==> src/rtl/rect_tool_ctrl.sv <==
// Purpose : rectangle-fill tool controller; debounces the mark button, captures two
//           cursor corners (live preview of corner 2) and asserts the fill code for one frame.
// Latency : state_rect and corners are registered (1 cycle after the deciding input);
//           a button edge reaches the FSM 2 sync + DEBOUNCE_CYCLES + 1 cycles later.
// Backpressure: none; inputs are sampled every cycle, and a press arriving in COMMIT is dropped.
// Ports   : clk, reset (async active-low); tool_en, btn_mark (raw), cancel, frame_tick,
//           cursor_x/y in; recg_{x,y}_pt{1,2} corners, state_rect (01 fill / 10 none),
//           rect_busy out.
// Option  : define RECT_SQUARE_EN to constrain every corner-2 load to a square around corner 1.
module rect_tool_ctrl #(
    parameter int DEBOUNCE_CYCLES = 250000,
    parameter int H_MAX           = 639,
    parameter int V_MAX           = 479
) (
    input  logic       clk,
    input  logic       reset,
    input  logic       tool_en,
    input  logic       btn_mark,
    input  logic       cancel,
    input  logic       frame_tick,
    input  logic [9:0] cursor_x,
    input  logic [9:0] cursor_y,
    output logic [9:0] recg_x_pt1,
    output logic [9:0] recg_y_pt1,
    output logic [9:0] recg_x_pt2,
    output logic [9:0] recg_y_pt2,
    output logic [1:0] state_rect,
    output logic       rect_busy
);

    localparam int CNT_W = $clog2(DEBOUNCE_CYCLES + 1);
    localparam logic [CNT_W-1:0] CNT_LAST = CNT_W'(DEBOUNCE_CYCLES - 1);

    typedef enum logic [1:0] {
        IDLE       = 2'd0,
        ANCHORED   = 2'd1,
        WAIT_FRAME = 2'd2,
        COMMIT     = 2'd3
    } state_t;

    state_t           state, state_nxt;
    logic             sync1, sync2, stable, stable_d, press;
    logic [CNT_W-1:0] db_cnt;
    logic             ld_pt1, ld_pt2;
    logic [9:0]       cur_x_clamp, cur_y_clamp;
    logic [9:0]       pt2_x_nxt, pt2_y_nxt;

    // Button conditioning: two-flop synchroniser, then the stable level only follows
    // the synced level after it has differed for DEBOUNCE_CYCLES consecutive cycles.
    always_ff @(posedge clk or negedge reset) begin
        if (!reset) begin
            sync1    <= 1'b0;
            sync2    <= 1'b0;
            stable   <= 1'b0;
            stable_d <= 1'b0;
            db_cnt   <= '0;
        end else begin
            sync1    <= btn_mark;
            sync2    <= sync1;
            stable_d <= stable;
            if (sync2 == stable) begin
                db_cnt <= '0;
            end else if (db_cnt == CNT_LAST) begin
                stable <= sync2;
                db_cnt <= '0;
            end else begin
                db_cnt <= db_cnt + CNT_W'(1);
            end
        end
    end

    assign press = stable & ~stable_d;

    assign cur_x_clamp = (cursor_x > 10'(H_MAX)) ? 10'(H_MAX) : cursor_x;
    assign cur_y_clamp = (cursor_y > 10'(V_MAX)) ? 10'(V_MAX) : cursor_y;

`ifdef RECT_SQUARE_EN
    // Square mode: step the same distance m = min(|dx|,|dy|) along both axes from
    // corner 1, in the direction of the cursor, then clamp back into the screen.
    logic signed [10:0] dx, dy;
    logic        [10:0] adx, ady, m;
    logic signed [11:0] sx, sy;

    always_comb begin
        dx = $signed({1'b0, cursor_x}) - $signed({1'b0, recg_x_pt1});
        dy = $signed({1'b0, cursor_y}) - $signed({1'b0, recg_y_pt1});
        adx = dx[10] ? 11'(-dx) : 11'(dx);
        ady = dy[10] ? 11'(-dy) : 11'(dy);
        m   = (adx < ady) ? adx : ady;
        sx  = dx[10] ? $signed({2'b00, recg_x_pt1}) - $signed({1'b0, m})
                     : $signed({2'b00, recg_x_pt1}) + $signed({1'b0, m});
        sy  = dy[10] ? $signed({2'b00, recg_y_pt1}) - $signed({1'b0, m})
                     : $signed({2'b00, recg_y_pt1}) + $signed({1'b0, m});
        pt2_x_nxt = sx[9:0];
        if (sx < 0)
            pt2_x_nxt = 10'd0;
        else if (sx > $signed(12'(H_MAX)))
            pt2_x_nxt = 10'(H_MAX);
        pt2_y_nxt = sy[9:0];
        if (sy < 0)
            pt2_y_nxt = 10'd0;
        else if (sy > $signed(12'(V_MAX)))
            pt2_y_nxt = 10'(V_MAX);
    end
`else
    assign pt2_x_nxt = cur_x_clamp;
    assign pt2_y_nxt = cur_y_clamp;
`endif

    always_ff @(posedge clk or negedge reset) begin
        if (!reset)
            state <= IDLE;
        else
            state <= state_nxt;
    end

    // cancel / tool deselect outrank press in ANCHORED; press outranks a same-cycle
    // frame_tick there. A tick coincident with entering WAIT_FRAME is consumed in
    // ANCHORED, so COMMIT always starts on the following tick.
    always_comb begin
        state_nxt = state;
        ld_pt1    = 1'b0;
        ld_pt2    = 1'b0;
        case (state)
            IDLE: begin
                if (press && tool_en) begin
                    state_nxt = ANCHORED;
                    ld_pt1    = 1'b1;
                end
            end
            ANCHORED: begin
                if (cancel || !tool_en) begin
                    state_nxt = IDLE;
                end else if (press) begin
                    state_nxt = WAIT_FRAME;
                    ld_pt2    = 1'b1;
                end else if (frame_tick) begin
                    ld_pt2    = 1'b1;
                end
            end
            WAIT_FRAME: begin
                if (cancel || !tool_en)
                    state_nxt = IDLE;
                else if (frame_tick)
                    state_nxt = COMMIT;
            end
            COMMIT: begin
                if (frame_tick)
                    state_nxt = IDLE;
            end
            default: state_nxt = IDLE;
        endcase
    end

    // Corner 1 anchors both corners to the clamped cursor; corner 2 then follows
    // the (optionally squared) target on each load.
    always_ff @(posedge clk or negedge reset) begin
        if (!reset) begin
            recg_x_pt1 <= '0;
            recg_y_pt1 <= '0;
            recg_x_pt2 <= '0;
            recg_y_pt2 <= '0;
            state_rect <= 2'b10;
        end else begin
            if (ld_pt1) begin
                recg_x_pt1 <= cur_x_clamp;
                recg_y_pt1 <= cur_y_clamp;
                recg_x_pt2 <= cur_x_clamp;
                recg_y_pt2 <= cur_y_clamp;
            end else if (ld_pt2) begin
                recg_x_pt2 <= pt2_x_nxt;
                recg_y_pt2 <= pt2_y_nxt;
            end
            // Registered off the next state so the fill code lines up with the
            // cycle after the frame tick, i.e. pixel (0,0) of the filled frame.
            state_rect <= (state_nxt == COMMIT) ? 2'b01 : 2'b10;
        end
    end

    assign rect_busy = (state != IDLE);

endmodule

==> config.mk <==
export PLATFORM = sky130hd
export DESIGN_NAME = rect_tool_ctrl
export DESIGN_NICKNAME = d
export VERILOG_FILES = /design/src/rtl/rect_tool_ctrl.sv
export SDC_FILE = /design/constraint.sdc
export NUM_CORES = 1
export LEC_CHECK = 0
export ABC_AREA = 1
export CORE_UTILIZATION = 53
export DETAILED_ROUTE_END_ITERATION = 7
export GPL_TIMING_DRIVEN = 0
export PLACE_DENSITY_LB_ADDON = 0.3
export SKIP_CTS_REPAIR_TIMING = 1
export SLEW_MARGIN = 10
export SYNTH_ARGS = -nofsm -noshare
export SYNTH_HDL_FRONTEND = slang
export SYNTH_SLANG_ARGS = --single-unit
export TNS_END_PERCENT = 5
==> constraint.sdc <==
create_clock -name clk -period 3.99 [get_ports clk]
set_clock_uncertainty 0.1 [all_clocks]
set_input_delay 0.798 -clock clk [delete_from_list [all_inputs] [get_ports clk]]
set_output_delay 0.798 -clock clk [all_outputs]
set_load 0.01 [all_outputs]
# [Word level (Yosys, flattened, before mapping)]
# Index checks and enable logic that the tools add are counted.
[totals] rom_bits=0 latchBits=0 mem_count=0 input_bits=26 word_cells=52 regBits=66 ramBits=0 out_inout_bits=43
[op_classes] n_bitwise=3 n_lt_le_gt_ge=2 n_eq_ne=6 shift=0 div=0 reduce_logical=7 n_mul=0 add_sub_neg=1 n_mux=22
[ops] operator="10-bit 2-to-1 mux" n=6
[ops] operator="18-bit 2-to-1 mux" n=2
[ops] operator="18-bit by 1-bit adder with 18-bit output (second input constant)" n=1
[ops] operator="18-bit equality test (second input constant)" n=1
[ops] operator="2-bit 2-to-1 mux" n=7
[ops] operator="10-bit greater-than comparator (second input constant)" n=1
[ops] operator="10-bit by 9-bit greater-than comparator with 1-bit output (second input constant)" n=1
[ops] operator="2-bit case mux with 4 select lines" n=1
[ops] operator="2-bit equality test (second input constant)" n=3
[ops] operator="1-bit 2-to-1 mux" n=6
[ops] operator="2-bit nonzero test" n=2
[ops] operator="2-bit by 1-bit equality test with 1-bit output (second input constant)" n=1
[ops] operator="2-bit logical NOT" n=1
[ops] operator="1-bit inverter" n=2
[ops] operator="2-bit AND reduction" n=1
[ops] operator="1-bit bitwise AND" n=1
[ops] operator="1-bit equality test" n=1
[ops] operator="1-bit logical AND" n=1
[ops] operator="1-bit logical NOT" n=1
[ops] operator="1-bit logical OR" n=1

# [Longest topological paths before layout]
[logic_depth] word_depth=7 mapped_depth=9 mapped_depth_nobuf=9

# [Worst setup path after synthesis]
# Ideal clock, no wire load.
[synth_timing] path_kind="input-to-reg" from="input port cancel" to="register recg_y_pt2[0]" path_buffers=1 cell_stages=9 setup_time_ns=0.117 t_required_ns=3.773 slack_ns=2.297 arrival_time_ns=1.476 path_cell_list="inv_1 -> nand2_1 -> nor2_1 -> nand2_1 -> nand2_4 -> inv_2 -> buf_2 -> nand2_1 -> nand2_1"
[synth_via] elab_chain_len=4
[synth_rtl] item="start, declared" line="19" rtl="input logic cancel,"
[synth_rtl] item="1-bit logical OR" line="132" rtl="if (cancel || !tool_en) begin"
[synth_rtl] item="1-bit 2-to-1 mux" line="132"
[synth_rtl] item="1-bit 2-to-1 mux" line="124" rtl="case (state)"
[synth_rtl] item="2-bit nonzero test (no source line)"
[synth_rtl] item="end signal, assigned" line="169" rtl="recg_y_pt2 <= cur_y_clamp;"
[synth_rtl] item="end signal, assigned" line="172" rtl="recg_y_pt2 <= pt2_y_nxt;"
[synth_rtl] item="end, declared" line="26" rtl="output logic [9:0] recg_y_pt2,"
# Every way passes these cells.
# A chain may end at the register's enable or synchronous reset.

# [Worst setup path after layout]
[layout_timing] from="register state_rect[1]" to="output port state_rect[1]"
[layout_lines] item="start, declared" line="27" rtl="output logic [1:0] state_rect,"
[layout_lines] item="start signal, assigned" line="176" rtl="state_rect <= (state_nxt == COMMIT) ? 2'b01 : 2'b10;"
# No word-level cell between the ends.

==> impl_metrics.env <==
export IMPL_vias=2521
export IMPL_clk_latency_ns=0.34
export IMPL_crit_type="reg -> out"
export IMPL_cts_buffers=9
export IMPL_initial_core_util_pct=56.3
export IMPL_finalCritPeriodShare_pct=57.0
export IMPL_clockRootBuffer="clkbuf_8"
export IMPL_grt_max_degree=67
export IMPL_crit_required_ns=3.09
export IMPL_placed_cell_area_mm2=0.00369
export IMPL_worst_pin_slew_ns=0.805
export IMPL_coreArea_mm2=0.00520
export IMPL_power_frac_comb_pct=8.6
export IMPL_cp_slowest_cell="dfstp_2"
export IMPL_syn_avg_cell_area_um2=8.59
export IMPL_io_pins=69
export IMPL_die_y_um=76.3
export IMPL_area_delta_synth_final_pct=34.1
export IMPL_io_buffers=68
export IMPL_fin_tns_setup_ns=0
export IMPL_synth_most_common_cell="nand2_1"
export IMPL_synth_area_mm2=0.00293
export IMPL_drt_initial_drc_count=130
export IMPL_cpPeakStageDelay_ns=0.52
export IMPL_cp_max_fo=1
export IMPL_drv_slew=0
export IMPL_clock_sinks=66
export IMPL_async_flop_share_pct=100
export IMPL_row_count=26
export IMPL_first_pass_iters=4
export IMPL_ys_seq_area_share_pct=56.5
export IMPL_finalInstanceArea_mm2=0.00393
export IMPL_r2r_slack_ns=2.40
export IMPL_overflow=0
export IMPL_worstSetupStartpointType="flip-flop"
export IMPL_finalNetCount=447
export IMPL_gp_congestion=0.854
export IMPL_synth_seq_cells=66
export IMPL_grt_pass1_vias=2580
export IMPL_num_antenna_cells=0
export IMPL_synth_area_leaders="dfrtp_1 56%, nand2_1 12%, nor2_1 7.6%"
export IMPL_setup_violations=0
export IMPL_grt_pass1_wl_um=11400
export IMPL_crit_buf_inv=1
export IMPL_crit_path_end_kind="output port"
export IMPL_syn_nets=368
export IMPL_switching_power_w=0.000325
export IMPL_p_per_area_mw_per_mm2=381
export IMPL_hold_viol=0
export IMPL_die_area_mm2=0.00583
export IMPL_holdCritPathClass="reg -> reg"
export IMPL_drt_total_wl_um=6560
export IMPL_grtUsageTotal_pct=25.2
export IMPL_yosys_warnings=0
export IMPL_relSlewSlack_pct=46.3
export IMPL_rsz0062_at_grt="no"
export IMPL_arrival_ns=1.38
export IMPL_wl_per_cell_um=13.3
export IMPL_outcome="finished, final reports clean"
export IMPL_clockPowerShare_pct=44.4
export IMPL_max_cap_viol_count=0
export IMPL_power_w=0.00150
export IMPL_path_clk_slew_ns=0.07
export IMPL_syn_inst=341
export IMPL_synthTopCellsByCount="96 x nand2_1, 65 x dfrtp_1, 59 x nor2_1"
export IMPL_cp_cell_sequence="clkdlybuf4s50_1"
export IMPL_yosysTopAreaCellShare_pct=55.6
export IMPL_synth_distinct_cells=27
export IMPL_cts_tree="done"
export IMPL_leakagePower_nw=1.86
export IMPL_clock_path_buffers=2
export IMPL_vdd_drop_max_mv=0.334
export IMPL_timing_final_crit_period_ns=2.27
export IMPL_timing_hold_ws_ns=0.261
export IMPL_yosys_most_used_dff="dfrtp_1"
export IMPL_synth_edf_count=0
export IMPL_htree_levels=3
export IMPL_crit_family="flip-flops"
export IMPL_remaining_drc_errors=0
export IMPL_dpl_hpwl_um=4640
export IMPL_die_w_um=76.3
export IMPL_power_frac_seq_pct=47.0
export IMPL_timing_fmax_ghz=0.440
export IMPL_yosys_area_top_type="dfrtp_1"
export IMPL_internal_power_w=0.00117
export IMPL_drive_gt1_share_pct=12.7
export IMPL_final_cells=495
export IMPL_dp_cells=479
export IMPL_avgViaCountPerCell=5.09
export IMPL_p_sw_share_pct=21.7
export IMPL_postRouteAntennaNets=0
export IMPL_antenna_found_initial=0
==> placed cells by master, fill, tap and decap left out, types with 5 or more instances in the layout <==
cell,Yosys,routed
a31oi_1,14,14
buf_2,6,6
clkbuf_8,0,9
clkdlybuf4s50_1,0,67
dfrtp_1,65,65
inv_1,26,26
inv_2,7,7
nand2_1,96,96
nand3_1,12,12
nor2_1,59,59
nor2_2,5,5
nor3_1,5,5
or2_2,8,8
xor2_1,6,6
==> per-layer routing <==
layer	part of all wire, %	vias up	GRT usage [%]
li1	-	1224	-
met5	0	-	0
met3	5.8	19	6.71
met2	48	69	42.7
met1	43	1209	28.9
met4	2.9	0	13.8
==> power groups by stage <==
| stage | logic (W) | registers [W] | clock network (W) |
|---|---|---|---|
| final | 0.000128 | 0.000704 | 0.000665 |
| after global placement | 0.000127 | 0.000715 | 0 |
| after detailed placement | 0.000130 | 0.000716 | 0 |
| after floorplan | 0.0000358 | 0.000724 | 0 |
| after global routing | 0.000141 | 0.000706 | 0.000696 |
| after CTS | 0.000131 | 0.000703 | 0.000676 |
==> area by class of cell <==
cell class | instances | area, um2
Buffer | 8 | 52.6
Clock buffer | 10 | 128
Clock inverter | 6 | 105
Fill cell | 406 | 1280
Inverter | 33 | 124
Multi-Input combinational cell | 234 | 1100
Sequential cell | 66 | 1650
Tap cell | 70 | 87.6
Timing Repair Buffer | 68 | 678
==> metrics by stage <==
step	worst slack (ns)	util, %
after detailed placement	1.61	71.0
after CTS	1.70	75.4
after floorplan	2.30	-
final	1.72	75.4
after global routing	1.66	75.4
after global placement	-0.0976	71.0
==> path summary, 6_finish.rpt <==
check                           endpoint  cells past startpoint          start
setup / recovery           state_rect[1]                      1  state_rect[1]
hold / removal                     sync2                      0          sync1
setup reg to reg               db_cnt[7]                      6      db_cnt[0]
hold reg to reg                    sync2                      0          sync1
max in group asynchronous      db_cnt[5]                      1          reset
min in group asynchronous     db_cnt[11]                      1          reset
==> cells by family (layout without fill, tap and decap cells) <==
| logic type | Yosys count | count (layout) | share of synthesized area [%] |
|---|---|---|---|
| buffers and inverters | 41 | 125 | 6.03 |
| XOR/XNOR | 9 | 9 | 2.95 |
| AO/OA/AOI/OAI | 27 | 27 | 5.38 |
| flip-flops | 66 | 66 | 56.5 |
| adder cells (fa/ha/maj) | 1 | 1 | 0.427 |
| AND/OR/NAND/NOR | 197 | 197 | 28.8 |
==> registers in the layout, indices dropped and copies added (netlist names) <==
register    count
db_cnt         18
recg_x_pt1     10
recg_x_pt2     10
recg_y_pt1     10
recg_y_pt2     10
stable          1
stable_d        1
state           2
state_rect      2
sync1           1
sync2           1
(Power assumes the default switching activity.)
==> RTL edit 1, RTL diff (same flow settings) <==
Re-encode `state_t` (4 states) as one-hot, 4 bits wide.
--- a/src/rtl/rect_tool_ctrl.sv
+++ b/src/rtl/rect_tool_ctrl.sv
@@ -31,11 +31,11 @@
     localparam int CNT_W = $clog2(DEBOUNCE_CYCLES + 1);
     localparam logic [CNT_W-1:0] CNT_LAST = CNT_W'(DEBOUNCE_CYCLES - 1);
 
-    typedef enum logic [1:0] {
-        IDLE       = 2'd0,
-        ANCHORED   = 2'd1,
-        WAIT_FRAME = 2'd2,
-        COMMIT     = 2'd3
+    typedef enum logic [3:0] {
+        IDLE       = 4'b0001,
+        ANCHORED   = 4'b0010,
+        WAIT_FRAME = 4'b0100,
+        COMMIT     = 4'b1000
     } state_t;
 
     state_t           state, state_nxt;
Check against the original RTL: no difference found for any inputs over 10 cycles, from zero or initial values and one cycle with reset low; not proved beyond that.
==> RTL edit 1 against the original RTL <==
Sequential cell count increased by 2. Highest routed layer unchanged. Cell area increased by 7.7%. Largest cell class unchanged. Die area increased by 10%. Power decreased by 10%. Wire length increased by 9.4%. Synthesized area increased by 10%. Critical path type unchanged. Setup slack got worse by 0.23 ns.
==> RTL edit 1: results (changes against the original RTL) <==
- The count of unique library cells instantiated by Yosys was 29 (+7.4%).
- The number of fill cells in the layout came to 467 (+15%).
- The highest net fanout along the worst path is 3 (+2).
- The first-pass GRT wire length was 11,900 um (+4.5%).
- The worst setup slack after placement is 1.51 ns (-0.106 ns).
- The total nets after synthesis was 432 (+17%).
- The net switching fraction of the power is 0.230 (+0.0124).
- The largest net degree at the start of global routing is 68 (+1.5%).
- The slowest stage of the critical path belongs to the cell dfstp_2.
- The routability congestion estimate is 0.881 (+3.1%).
- The cell area after placement is 4030 sq um (+9.1%).
- The combined global-route utilization of all metal layers came to 0.244 (-0.00769).
- The leakage dissipation is 2.11 nW (+13%).
- The share of layout cells above drive strength 1 came to 0.0857 (-0.0413).
- The pin slew with the least headroom to its limit was 0.922 ns (+0.117 ns).
- The data arrival time of the critical path came to 1.61 ns (+0.23 ns).
- The final net count is 512 (+15%).
- The maximum single-stage delay on the critical path is 0.58 ns (+0.06 ns).
- After synthesis, the most frequently instantiated cells are 111 x nand2_1, 74 x nor2_1, 66 x dfrtp_1.
- The via count of the first global-routing pass came to 2,692 (+4.3%).
- The final HPWL from detailed placement is 5100 um (+10%).
- The largest voltage drop on the vdd net is 0.210 mV (-37%).
- The total wire length after detailed routing is 7180 um (+9.4%).
- The synthesis warning total came to 0 (unchanged).
- Yosys attributes the largest share of cell area to dfrtp_1 51%, nand2_1 13%, nor2_1 8.6%.
- The worst hold path class is primary input to asynchronous set/reset pin.
- The sequential share of the synthesized area is 0.528 (-0.0368).
- The run finished with clean final reports.
- The number of DRC markers after the initial detailed-route iteration is 221 (+70%).
- The average via count per standard cell is 4.98 (-2.3%).
## RTL edit 1: changes by cell type after synthesis, sizes merged, moves of 3 or more
| cell | delta |
|---|---|
| nand2 | +11 |
| inv | +22 |
| nor2 | +13 |
| buf | +3 |
| nand4 | +3 |
| nand3 | +15 |
| or2 | -8 |
## RTL edit 1: cell families (layout without fill, tap and decap cells)
family,count (synthesis),count (layout),synth area share
compound gates,26,26,0.0473
xor+xnor,8,8,0.0217
simple gates,235,235,0.309
fa+ha+maj,1,1,0.00387
buf+inv,67,152,0.0903
flops,68,68,0.528
## RTL edit 1: area by class of cell
| type | instances | area share |
|---|---|---|
| plain buffers | 12 | 0.0201 |
| clock buffers | 10 | 0.0325 |
| clock inverters | 6 | 0.0151 |
| inverters | 55 | 0.0488 |
| multi-input cells | 270 | 0.292 |
| flip-flops and latches | 68 | 0.403 |
| well taps | 75 | 0.0222 |
| repair buffers | 69 | 0.167 |
## RTL edit 1: stage by stage
step,utilization,cells
6_report,0.719,565
5_1_grt,0.719,565
3_3_place_gp,0.680,548
2_1_floorplan,-,405
4_1_cts,0.719,565
3_5_place_dp,0.685,549
## RTL edit 1: power by group through the flow
stage / clock network, W / logic, W / registers, W
2_1_floorplan: 0 / 0.0000271 / 0.000710
3_3_place_gp: 0 / 0.0000737 / 0.000710
3_5_place_dp: 0 / 0.0000779 / 0.000710
4_1_cts: 0.000575 / 0.0000783 / 0.000697
5_1_grt: 0.000604 / 0.0000877 / 0.000697
6_report: 0.000567 / 0.0000773 / 0.000697
## RTL edit 1: path summary, 6_finish.rpt
path                       cells past startpoint             to  slack (ns)      from
min reg2reg                                    0          sync2        0.25     sync1
min                                            1  state_rect[0]        0.16     reset
max reg2reg                                    4      db_cnt[7]        2.14    stable
max                                            2      rect_busy        1.48  state[0]
min in group clk                               0          sync2        0.25     sync1
max in group asynchronous                      2  state_rect[1]        3.12     reset
## RTL edit 1: per-layer routing
layer / routed length (um) / GRT usage / vias up
li1: - / - / 1419
met1: 3300 / 0.317 / 1309
met2: 3460 / 0.408 / 71
met3: 312 / 0.0432 / 12
met4: 116 / 0.0929 / 0
met5: 0 / 0 / -
==> RTL edit 2, RTL diff (same settings) <==
Made on the original files. Change the parameter `DEBOUNCE_CYCLES` from 250000 to 125000.
--- a/src/rtl/rect_tool_ctrl.sv
+++ b/src/rtl/rect_tool_ctrl.sv
@@ -8,7 +8,7 @@
 //           rect_busy out.
 // Option  : define RECT_SQUARE_EN to constrain every corner-2 load to a square around corner 1.
 module rect_tool_ctrl #(
-    parameter int DEBOUNCE_CYCLES = 250000,
+    parameter int DEBOUNCE_CYCLES = 125000,
     parameter int H_MAX           = 639,
     parameter int V_MAX           = 479
 ) (
Function: no difference found for any inputs over 10 cycles, from zero or initial values and one cycle with reset low; that may be too few to reach the edited logic, so the function may still have changed.
==> RTL edit 2 against the original RTL <==
First-iteration DRC count is 67% higher. Non-clock buffer count is 1 higher. Sequential cell count is 1 lower. Setup slack worse by 0.054 ns. Cell area is 3.5% higher. Synthesized area is 6.1% higher. Power is 8.3% lower. Wire length is 6.8% higher.
==> RTL edit 2: results (changes against the original RTL) <==
- The register containing the most flip-flops in the final layout is db_cnt.
- The average via count per standard cell is 5.20 (+2.2%).
- The largest voltage drop on the vdd net is 0.248 mV (-26%).
- The routed length on met1 was 2990 um (+5.9%).
- The total wire length after detailed routing is 7010 um (+6.8%).
- The data arrival time of the critical path came to 1.43 ns (+0.05 ns).
- The endpoint identified for the worst register-to-register timing path is db_cnt[14].
- The worst hold path class is flop to flop.
- The routability congestion estimate was 0.837 (-2.1%).
- The clock latency reported for the late side of the worst-skew pair is 0.34 ns (about the same).
- The critical-path cell with the highest stage delay is clkdlybuf4s50_1.
- The total instance count after detailed placement was 494 (+3.1%).
- The leakage dissipation is 1.93 nW (+3.8%).
- The number of fill cells in the layout was 407 (+0.25%).
- The slack of the worst reg-to-reg path is 2.41 ns.
- In this run the most critical hold path is launched from sync1.
- The count of vias placed by the detailed router is 2,654 (+5.3%).
- The share of layout cells above drive strength 1 was 0.146 (+0.0191).
- By area the synthesized netlist is led by dfrtp_1 52%, nand2_1 13%, a31oi_2 5.2%.
- The sink of the worst hold path is sync2.
- The maximum single-stage delay on the critical path is 0.54 ns (+0.02 ns).
- The total nets after synthesis is 381 (+3.5%).
- The depth of the worst register-to-register path is 8 (+2).
- The final HPWL from detailed placement is 4890 um (+5.4%).
- After detailed routing, no signal wire sits above met4.
- The largest net degree at the start of global routing was 66 (-1.5%).
- The flip-flop count of the largest register, all copies and words added is 17 (-1).
- The combined global-route utilization of all metal layers is 0.248 (-0.00341).
- The first-pass GRT wire length is 11,700 um (+2.6%).
- The via count of the first global-routing pass came to 2,543 (-1.4%).
- After synthesis, the most frequently instantiated cells are 104 x nand2_1, 64 x dfrtp_1, 41 x inv_1.
- The async set-reset flop share out of synthesis came to 1.00 (unchanged).
- The number of DRC markers after the initial detailed-route iteration is 217 (+67%).
- The amount of wire on met3 after detailed routing is 490 um (+29%).
- The detailed route wirelength on metal2 was 3420 um (+8.0%).
- In this run the clock root is driven by a clkbuf_8.
- The run finished with clean final reports.
- The count of unique library cells instantiated by Yosys is 33 (+22%).
- The sequential share of the synthesized area was 0.524 (-0.0404).
- The highest net fanout along the worst path was 4 (+3).
- The cell family with the largest share of critical-path delay is buffers and inverters.
- In this run the critical register-to-register path is launched from db_cnt[0].
- The pin slew with the least headroom to its limit is 0.798 ns (-0.00728 ns).
- The clock tree buffer depth came to 2 (unchanged).
- The synthesized instance count is 354 (+3.8%).
- The final net count is 460 (+2.9%).
## RTL edit 2: changes by cell type in the layout (fill, tap and decap cells not counted), moves of 10 or more
cell     unedited run  this run
nor2_1             59        34
inv_1              26        41
a31oi_2             0        13
a31oi_1            14         3
nor2_2              5        16
nand3_1            12        22
## RTL edit 2: layer usage
metal	up-vias	track usage
li1	1276	-
met1	1261	0.328
met2	106	0.397
met3	11	0.0430
met4	0	0.117
met5	-	0
## RTL edit 2: area by class of cell
class	instances	area share
Sequential cell	65	0.401
Inverter	45	0.0447
Clock buffer	13	0.0366
Clock inverter	3	0.00986
Tap cell	72	0.0222
Timing Repair Buffer	68	0.167
Multi-Input combinational cell	235	0.298
Buffer	9	0.0209
## RTL edit 2: stage by stage
step / total power, W / worst slack [ns] / hold slack, ns / setup TNS [ns] / area (sq um)
floorplan: 0.000752 / 2.32 / 0.231 / 0 / 3110
global placement: 0.000832 / -0.0867 / 0.257 / -5.28 / 3880
detailed placement: 0.000835 / 1.58 / 0.262 / 0 / 3870
CTS: 0.00138 / 1.65 / 0.277 / 0 / 4060
global route: 0.00142 / 1.63 / 0.296 / 0 / 4060
finish: 0.00137 / 1.66 / 0.286 / 0 / 4060
## RTL edit 2: worst max-delay path by stage
stage                 from             to  slack [ns]  cells past startpoint
2_1_floorplan  cursor_x[8]  recg_x_pt2[4]        2.32                      5
3_3_place_gp         reset  recg_x_pt1[4]       -0.09                      1
3_5_place_dp   cursor_x[8]  recg_x_pt2[4]        1.58                      6
4_1_cts           state[0]      rect_busy        1.65                      3
5_1_grt           state[0]      rect_busy        1.63                      3
6_report          state[0]      rect_busy        1.66                      3
## RTL edit 2: kinds of logic (layout without fill, tap and decap cells)
group           count (synthesis)  in the layout  synth area share
buf+inv                        54            138            0.0858
compound gates                 40             40             0.101
fa+ha+maj                       1              1           0.00403
xor+xnor                        3              3            0.0109
flops                          65             65             0.524
simple gates                  191            191             0.274
## RTL edit 2: power by group
group / switching (W) / total, W / internal, W
Sequential: 0.0000125 / 0.000691 / 0.000678
Combinational: 0.0000652 / 0.000132 / 0.0000669
Clock: 0.000245 / 0.000549 / 0.000304
Total: 0.000323 / 0.00137 / 0.00105
